===== config.mk =====
export PLATFORM = sky130hd
export DESIGN_NAME = dmem_arbiter_flat
export DESIGN_NICKNAME = d
export VERILOG_FILES = /design/src/rtl/dmem_arbiter_if.sv /design/src/rtl/dmem_arbiter.sv /design/src/flat_wrapper.sv
export SDC_FILE = /design/constraint.sdc
export NUM_CORES = 1
export LEC_CHECK = 0
export CORE_AREA = 2 2 130 132
export CTS_CLUSTER_SIZE = 12
export DETAILED_ROUTE_END_ITERATION = 8
export DIE_AREA = 0 0 132 134
export GPL_ROUTABILITY_DRIVEN = 0
export PLACE_DENSITY_LB_ADDON = 0.05
export REMOVE_ABC_BUFFERS = 1
export SETUP_SLACK_MARGIN = 0.5
export SLEW_MARGIN = 20
export SYNTH_ARGS = -nofsm -noshare
export SYNTH_HDL_FRONTEND = slang
export SYNTH_SLANG_ARGS = --single-unit

===== constraint.sdc =====
create_clock -name clk -period 1.7 [get_ports clk]
set_clock_uncertainty 0.05 [all_clocks]
set_input_delay 0.34 -clock clk [delete_from_list [all_inputs] [get_ports clk]]
set_output_delay 0.34 -clock clk [all_outputs]
set_load 0.1 [all_outputs]

===== src/rtl/dmem_arbiter_if.sv =====
// Request/response bundle for one requester of the data-memory arbiter.
// The master modport belongs to the requester (CPU LSU or DMA/debug loader);
// the slave modport belongs to the arbiter.
//   req      request, held until gnt
//   we       1 = store, 0 = load
//   byte_acc 1 = byte access, 0 = word access
//   addr     byte address (only the low ADDR_W bits reach memory)
//   wdata    store data
//   gnt      one-cycle pulse: request accepted, memory cycle in progress
//   rvalid   one-cycle pulse: access complete, rdata valid
//   rdata    load data (byte loads zero-extended), 0 for stores and rejects
interface dmem_arbiter_if #(
    parameter int unsigned DATA_W = 32
);
    logic              req;
    logic              we;
    logic              byte_acc;
    logic [31:0]       addr;
    logic [DATA_W-1:0] wdata;
    logic              gnt;
    logic              rvalid;
    logic [DATA_W-1:0] rdata;

    modport master (
        output req, we, byte_acc, addr, wdata,
        input  gnt, rvalid, rdata
    );

    modport slave (
        input  req, we, byte_acc, addr, wdata,
        output gnt, rvalid, rdata
    );
endinterface


===== src/rtl/dmem_arbiter.sv =====
// Two-port round-robin arbiter and sequencer for the byte-addressable
// single-port data memory. Port 0 is the CPU load/store unit, port 1 the
// DMA/debug loader. One access at a time: IDLE -> BUSY -> DONE -> IDLE.
// All outputs are registered.
//
// Ports:
//   clk, rst_n    clock (rising edge), asynchronous active-low reset
//   m0, m1        requester bundles (dmem_arbiter_if.slave)
//   mem_en        memory write enable, high only in BUSY of a store
//   mem_byte_en   memory byte-access select
//   mem_raddr     memory read address  {0, addr[ADDR_W-1:0]}
//   mem_waddr     memory write address {0, addr[ADDR_W-1:0]}
//   mem_wdata     memory write data
//   mem_rdata     memory read data, combinational from mem_raddr
//   err           pulses with rvalid on a rejected access
//
// Optional feature: define DMEM_ALIGN_CHECK_EN to reject misaligned word
// accesses and word accesses that would run past the top of memory.
// Without it every access reaches memory and err stays 0.
module dmem_arbiter #(
    parameter int unsigned ADDR_W = 9,
    parameter int unsigned DATA_W = 32
) (
    input  logic              clk,
    input  logic              rst_n,
    dmem_arbiter_if.slave     m0,
    dmem_arbiter_if.slave     m1,
    output logic              mem_en,
    output logic              mem_byte_en,
    output logic [31:0]       mem_raddr,
    output logic [31:0]       mem_waddr,
    output logic [DATA_W-1:0] mem_wdata,
    input  logic [DATA_W-1:0] mem_rdata,
    output logic              err
);
    localparam int unsigned PAD_W = 32 - ADDR_W;

    typedef enum logic [1:0] {
        S_IDLE = 2'd0,
        S_BUSY = 2'd1,
        S_DONE = 2'd2
    } state_e;

    state_e            state_q, state_d;
    logic              prio_q, prio_d;      // port that wins the next contention
    logic              sel_q, sel_d;        // port owning the current access
    logic              we_q, we_d;
    logic              byte_q, byte_d;
    logic              rej_q, rej_d;
    logic              gnt0_q, gnt0_d, gnt1_q, gnt1_d;
    logic              rv0_q, rv0_d, rv1_q, rv1_d;
    logic [DATA_W-1:0] rdata0_q, rdata0_d, rdata1_q, rdata1_d;
    logic              men_q, men_d;
    logic              mbyte_q, mbyte_d;
    logic [31:0]       maddr_q, maddr_d;
    logic [DATA_W-1:0] mwdata_q, mwdata_d;
    logic              err_q, err_d;

    // Request selection: a lone requester wins outright, contention uses prio.
    logic              any_req_c, both_req_c, pick_c;
    logic              pick_we_c, pick_byte_c, pick_rej_c;
    logic [31:0]       pick_addr_c;
    logic [DATA_W-1:0] pick_wdata_c;
    logic [DATA_W-1:0] load_data_c;
    logic              unused_addr_hi;

    assign any_req_c    = m0.req | m1.req;
    assign both_req_c   = m0.req & m1.req;
    assign pick_c       = both_req_c ? prio_q : m1.req;
    assign pick_we_c    = pick_c ? m1.we       : m0.we;
    assign pick_byte_c  = pick_c ? m1.byte_acc : m0.byte_acc;
    assign pick_addr_c  = pick_c ? m1.addr     : m0.addr;
    assign pick_wdata_c = pick_c ? m1.wdata    : m0.wdata;

    // Upper address bits are dropped: addresses wrap modulo the depth.
    assign unused_addr_hi = ^pick_addr_c[31:ADDR_W];

`ifdef DMEM_ALIGN_CHECK_EN
    localparam logic [ADDR_W-1:0] LAST_WORD = ADDR_W'((1 << ADDR_W) - 4);
    assign pick_rej_c = ~pick_byte_c &
                        ((pick_addr_c[1:0] != 2'b00) || (pick_addr_c[ADDR_W-1:0] > LAST_WORD));
`else
    assign pick_rej_c = 1'b0;
`endif

    // Data returned in DONE: zero for stores and rejects, byte loads zero-extended.
    assign load_data_c = (we_q | rej_q) ? '0 :
                         byte_q         ? DATA_W'(mem_rdata[7:0]) : mem_rdata;

    // Next-state and next-output logic.
    always_comb begin
        state_d  = state_q;
        prio_d   = prio_q;
        sel_d    = sel_q;
        we_d     = we_q;
        byte_d   = byte_q;
        rej_d    = rej_q;
        gnt0_d   = 1'b0;
        gnt1_d   = 1'b0;
        rv0_d    = 1'b0;
        rv1_d    = 1'b0;
        rdata0_d = '0;
        rdata1_d = '0;
        men_d    = 1'b0;
        mbyte_d  = 1'b0;
        maddr_d  = '0;
        mwdata_d = '0;
        err_d    = 1'b0;
        case (state_q)
            S_IDLE: begin
                if (any_req_c) begin
                    state_d = S_BUSY;
                    if (both_req_c) begin
                        prio_d = ~prio_q;
                    end
                    sel_d  = pick_c;
                    we_d   = pick_we_c;
                    byte_d = pick_byte_c;
                    rej_d  = pick_rej_c;
                    gnt0_d = ~pick_c;
                    gnt1_d = pick_c;
                    // A rejected access runs the sequence with memory lines quiet.
                    if (!pick_rej_c) begin
                        men_d    = pick_we_c;
                        mbyte_d  = pick_byte_c;
                        maddr_d  = {{PAD_W{1'b0}}, pick_addr_c[ADDR_W-1:0]};
                        mwdata_d = pick_wdata_c;
                    end
                end
            end
            S_BUSY: begin
                state_d  = S_DONE;
                rv0_d    = ~sel_q;
                rv1_d    = sel_q;
                rdata0_d = sel_q ? '0 : load_data_c;
                rdata1_d = sel_q ? load_data_c : '0;
                err_d    = rej_q;
            end
            S_DONE: begin
                state_d = S_IDLE;
            end
            default: begin
                state_d = S_IDLE;
            end
        endcase
    end

    // State and output registers; reset also aborts an in-flight store.
    always_ff @(posedge clk or negedge rst_n) begin
        if (!rst_n) begin
            state_q  <= S_IDLE;
            prio_q   <= 1'b0;
            sel_q    <= 1'b0;
            we_q     <= 1'b0;
            byte_q   <= 1'b0;
            rej_q    <= 1'b0;
            gnt0_q   <= 1'b0;
            gnt1_q   <= 1'b0;
            rv0_q    <= 1'b0;
            rv1_q    <= 1'b0;
            rdata0_q <= '0;
            rdata1_q <= '0;
            men_q    <= 1'b0;
            mbyte_q  <= 1'b0;
            maddr_q  <= '0;
            mwdata_q <= '0;
            err_q    <= 1'b0;
        end else begin
            state_q  <= state_d;
            prio_q   <= prio_d;
            sel_q    <= sel_d;
            we_q     <= we_d;
            byte_q   <= byte_d;
            rej_q    <= rej_d;
            gnt0_q   <= gnt0_d;
            gnt1_q   <= gnt1_d;
            rv0_q    <= rv0_d;
            rv1_q    <= rv1_d;
            rdata0_q <= rdata0_d;
            rdata1_q <= rdata1_d;
            men_q    <= men_d;
            mbyte_q  <= mbyte_d;
            maddr_q  <= maddr_d;
            mwdata_q <= mwdata_d;
            err_q    <= err_d;
        end
    end

    assign m0.gnt      = gnt0_q;
    assign m1.gnt      = gnt1_q;
    assign m0.rvalid   = rv0_q;
    assign m1.rvalid   = rv1_q;
    assign m0.rdata    = rdata0_q;
    assign m1.rdata    = rdata1_q;
    assign mem_en      = men_q;
    assign mem_byte_en = mbyte_q;
    assign mem_raddr   = maddr_q;
    assign mem_waddr   = maddr_q;
    assign mem_wdata   = mwdata_q;
    assign err         = err_q;
endmodule


===== src/flat_wrapper.sv =====
// flat-port wrapper written by rule: the top's interface ports become plain ports
module dmem_arbiter_flat 
#(
    parameter int unsigned ADDR_W = 9,
    parameter int unsigned DATA_W = 32
)
  (clk, rst_n, mem_en, mem_byte_en, mem_raddr, mem_waddr, mem_wdata, mem_rdata, err, m0_req, m0_we, m0_byte_acc, m0_addr, m0_wdata, m0_gnt, m0_rvalid, m0_rdata, m1_req, m1_we, m1_byte_acc, m1_addr, m1_wdata, m1_gnt, m1_rvalid, m1_rdata);
  dmem_arbiter_if #(.DATA_W(DATA_W)) m0_i ();
  dmem_arbiter_if #(.DATA_W(DATA_W)) m1_i ();
  input  logic clk;
  input  logic rst_n;
  output logic mem_en;
  output logic mem_byte_en;
  output logic [31:0] mem_raddr;
  output logic [31:0] mem_waddr;
  output logic [DATA_W-1:0] mem_wdata;
  input  logic [DATA_W-1:0] mem_rdata;
  output logic err;
  input wire logic [$bits(m0_i.req)-1:0] m0_req;
  input wire logic [$bits(m0_i.we)-1:0] m0_we;
  input wire logic [$bits(m0_i.byte_acc)-1:0] m0_byte_acc;
  input wire logic [$bits(m0_i.addr)-1:0] m0_addr;
  input wire logic [$bits(m0_i.wdata)-1:0] m0_wdata;
  output wire logic [$bits(m0_i.gnt)-1:0] m0_gnt;
  output wire logic [$bits(m0_i.rvalid)-1:0] m0_rvalid;
  output wire logic [$bits(m0_i.rdata)-1:0] m0_rdata;
  input wire logic [$bits(m1_i.req)-1:0] m1_req;
  input wire logic [$bits(m1_i.we)-1:0] m1_we;
  input wire logic [$bits(m1_i.byte_acc)-1:0] m1_byte_acc;
  input wire logic [$bits(m1_i.addr)-1:0] m1_addr;
  input wire logic [$bits(m1_i.wdata)-1:0] m1_wdata;
  output wire logic [$bits(m1_i.gnt)-1:0] m1_gnt;
  output wire logic [$bits(m1_i.rvalid)-1:0] m1_rvalid;
  output wire logic [$bits(m1_i.rdata)-1:0] m1_rdata;
  assign m0_i.req = m0_req;
  assign m0_i.we = m0_we;
  assign m0_i.byte_acc = m0_byte_acc;
  assign m0_i.addr = m0_addr;
  assign m0_i.wdata = m0_wdata;
  assign m0_gnt = m0_i.gnt;
  assign m0_rvalid = m0_i.rvalid;
  assign m0_rdata = m0_i.rdata;
  assign m1_i.req = m1_req;
  assign m1_i.we = m1_we;
  assign m1_i.byte_acc = m1_byte_acc;
  assign m1_i.addr = m1_addr;
  assign m1_i.wdata = m1_wdata;
  assign m1_gnt = m1_i.gnt;
  assign m1_rvalid = m1_i.rvalid;
  assign m1_rdata = m1_i.rdata;
  dmem_arbiter #(.ADDR_W(ADDR_W), .DATA_W(DATA_W)) u_core (.clk(clk), .rst_n(rst_n), .m0(m0_i), .m1(m1_i), .mem_en(mem_en), .mem_byte_en(mem_byte_en), .mem_raddr(mem_raddr), .mem_waddr(mem_waddr), .mem_wdata(mem_wdata), .mem_rdata(mem_rdata), .err(err));
endmodule

==> impl_metrics.sql <==
INSERT INTO impl_metrics (metric_group, metric, value, unit) VALUES
('critical_path', 'timing_worst_setup_path_type', 'flip-flop to flip-flop', ''),
('timing', 'fin_crit_sh', '84.42', '%'),
('floorplan', 'dieWidth', '132', 'um'),
('global_route', 'grt_max_degree', '64', ''),
('floorplan', 'die_area', '17690', 'sq um'),
('synthesis', 'main_combinational_cell_family_by_area_after_synthesis', 'simple AND/OR/NAND/NOR gates', ''),
('global_route', 'grt_pass1_wl', '25590', 'um'),
('outcome', 'outcome', 'completed', ''),
('final_layout', 'finalNetCount', '888', ''),
('critical_path', 'critPathLaunch', 'u_core.prio_q', ''),
('critical_path', 'critPathArrivalTime', '1720', 'ps'),
('critical_path', 'rr_worst_depth', '8', ''),
('clocking', 'cts_buffers', '17', ''),
('floorplan', 'initial_utilization', '28.71', '%'),
('power', 'cellInternalPower', '9.141', 'mW'),
('synthesis', 'synth.area.top_cells', 'dfrtp_1, buf_4, nor2_1', ''),
('drt', 'first_pass_iters', '4', ''),
('global_route', 'globalRouteMet3Util', '8.692', '%'),
('critical_path', 'timing.critical_path.to', 'u_core.mem_wdata[19]', ''),
('synthesis', 'number_of_flops_mapped_to_enable_cells_by_yosys', '0', ''),
('global_route', 'first_global_vias', '4476', ''),
('critical_path', 'rrSetupSlack', '260', 'ps'),
('global_route', 'grt_busiest_layer', 'met2', ''),
('synthesis', 'synth_xor_xnor_area_share', '0.1873', '%'),
('drt', 'drt.antenna.violating_nets', '0', ''),
('critical_path', 'timing.critical_path.buf_inv', '5', ''),
('drt', 'dr_total_vias', '4161', ''),
('synthesis', 'synth_compound_gate_area_share', '9.952', '%'),
('final_layout', 'layout_cell_share_with_drive_strength_beyond_1', '40.25', '%'),
('clocking', 'cts_tree', 'yes', ''),
('clocking', 'clock_sink_count', '117', ''),
('synthesis', 'netlist_area', '4677', 'sq um'),
('power', 'ir_worst_vdd', '0.001059', 'V'),
('critical_path', 'dominant_delay_contributor_by_cell_family_on_the_critical_path', 'buffers and inverters', ''),
('global_route', 'antenna_found_initial', '1', ''),
('critical_path', 'crit_path_max_fanout', '4', ''),
('floorplan', 'top_level_ports', '335', ''),
('drt', 'detail_route.wirelength', '16880', 'um'),
('place', 'port_buffers', '241', ''),
('timing', 'final_critical_path_required_period', '1435', 'ps'),
('synthesis', 'syn_avg_cell_area', '10.32', 'sq um'),
('synthesis', 'synth_warnings', '0', ''),
('synthesis', 'synth.yosys.seq_area_share', '62.60', '%'),
('synthesis', 'synth_simple_gate_area_share', '14.26', '%'),
('global_route', 'groute.usage.overall', '19.29', '%'),
('final_layout', 'final_util', '61.64', '%'),
('power', 'share_seq_of_total_power', '22.2', '%'),
('drt', 'avgViaCountPerCell', '4.366', ''),
('synthesis', 'synthMostInstantiatedCell', 'dfrtp_1', ''),
('synthesis', 'synth_fa_ha_area_share', '0', '%'),
('synthesis', 'post_syn_instances', '453', ''),
('critical_path', 'critical_path.slowest_cell', 'dfrtp_1', ''),
('floorplan', 'fp.coreArea', '16290', 'sq um'),
('critical_path', 'timing.rr.start', 'u_core.prio_q', ''),
('clocking', 'worstSkewPairLatency', '410', 'ps'),
('synthesis', 'ys_top_cells_by_count', 'dfrtp_1, nor2_1, buf_4', ''),
('final_layout', 'instances_no_fill', '953', ''),
('synthesis', 'netlist.area_leader.share', '62.60', '%'),
('floorplan', 'num_rows', '47', ''),
('critical_path', 'critical_path_cell_count', '8', ''),
('synthesis', 'ys_ff_latch', '117', ''),
('critical_path', 'startpoint_type', 'flip-flop', ''),
('critical_path', 'crit_path_max_cell_delay', '410', 'ps'),
('power', 'clkPwrFrac', '20.6', '%'),
('synthesis', 'yosys-mux-area-fraction', '0', '%'),
('critical_path', 'cp_data_required_time', '1980', 'ps'),
('critical_path', 'critical-path-top-cell-by-count', 'buf_6', ''),
('timing', 'rsz0062_at_grt', 'true', ''),
('power', 'totalPowerFinal', '17.08', 'mW'),
('timing', 'timing.fmax', '696.8', 'MHz'),
('clocking', 'clkSlewWorstSetupHoldPaths', '60', 'ps');
-- metal layers --
metal / vias up / routed length, um
met1: 2014 / 6513
met3: 24 / 1594
met4: 2 / 320
met5: - / 13
met2: 196 / 8435
li1: 1925 / -
-- tightest hold or removal path, delay by kind of cell --
kind | cells | cell delay, ps
buf+inv | 3 | 930
-- stage by stage --
stage                     cell area, sq um  setup WS, ps  hold slack, ps  setup TNS [ps]
after floorplan                       4260        -168.7          -5.591           -3362
after global placement                8354        -22.39           313.7          -108.8
after detailed placement              8354        -63.82           319.6           -1429
after CTS                             9768         227.1           405.6               0
after global routing                 10040         214.6           409.4               0
final                                10040         264.9           426.1               0
-- logic make-up (layout without fill, tap and decap cells) --
family | after synthesis | count (layout)
other | 1 | 47
AND/OR/NAND/NOR | 150 | 150
flip-flops | 117 | 117
buffers and inverters | 92 | 326
XOR/XNOR | 1 | 1
AO/OA/AOI/OAI | 92 | 92
-- power groups by stage --
| stage | combinational, mW | clock (mW) | sequential, mW |
|---|---|---|---|
| finish | 9.78 | 3.52 | 3.78 |
| global placement | 8.11 | 0 | 3.81 |
| floorplan | 1.39 | 0 | 7.06 |
| CTS | 9.50 | 3.58 | 3.80 |
| detailed placement | 8.13 | 0 | 3.82 |
| global route | 10.1 | 3.74 | 3.83 |
-- cell usage in the layout, fill, tap and decap left out, types with 2 or more instances in the layout --
cell / synthesis / layout
a21oi_1: 46 / 18
a21oi_2: 0 / 28
buf_12: 0 / 135
buf_16: 0 / 12
buf_4: 60 / 8
buf_6: 1 / 11
buf_8: 0 / 2
bufinv_16: 0 / 2
clkbuf_16: 0 / 18
clkdlybuf4s50_1: 0 / 118
clkinv_2: 0 / 4
clkinv_4: 0 / 5
clkinvlp_4: 0 / 2
conb_1: 1 / 47
dfrtp_1: 117 / 106
dfrtp_2: 0 / 11
dlygate4sd2_1: 0 / 2
inv_1: 3 / 3
inv_6: 0 / 2
nand2_1: 25 / 25
nand2b_1: 10 / 9
nand3_1: 43 / 7
nand3_2: 0 / 29
nand3_4: 0 / 7
nor2_1: 65 / 64
nor2b_4: 1 / 2
o21ai_0: 36 / 24
o21ai_1: 7 / 10
o21ai_2: 0 / 8
-- final cells by class --
type                       count  area (sq um)
clock buffer                  17         425.4
clock inverter                15         156.4
fill                        1268          6248
inverter                       4         15.01
multi-input combinational    290          1747
sequential                   117          2942
tap                          220         275.3
timing repair buffer         290          4481
-- worst min-delay path by stage --
stage | to | slack [ps] | start | depth (start not counted)
6_report | u_core.m1.rdata[7] | 430 | rst_n | 3
3_5_place_dp | u_core.m1.rdata[7] | 320 | rst_n | 2
3_3_place_gp | u_core.m1.rdata[0] | 310 | rst_n | 2
4_1_cts | u_core.m1.rdata[27] | 410 | mem_rdata[27] | 3
5_1_grt | u_core.m1.rdata[30] | 410 | mem_rdata[30] | 3
2_1_floorplan | u_core.byte_q | -6 | rst_n | 0
-- flip-flops by register name, summed over array words and instances, names as in the netlist --
name	cells
u_core.byte_q	1
u_core.m1.rdata	32
u_core.mem_wdata	32
u_core.mem_en	1
u_core.mem_byte_en	1
u_core.sel_q	1
u_core.m0.gnt	1
u_core.we_q	1
u_core.m0.rdata	32
u_core.m0.rvalid	1
u_core.state_q	2
u_core.mem_raddr	9
u_core.prio_q	1
u_core.m1.rvalid	1
u_core.m1.gnt	1
-- what timing repair did --
action / 4_1_cts / 5_1_grt
endpoints found under the hold margin: 117 / 0
cloned: 12 / 1
buffers inserted: 15 / 4
resized for setup: 99 / 53
hold buffers: 1 / 0
endpoints found under the setup margin: 224 / 234
pin swaps: 36 / 33
No activity file was read; power rests on OpenSTA's default activity.
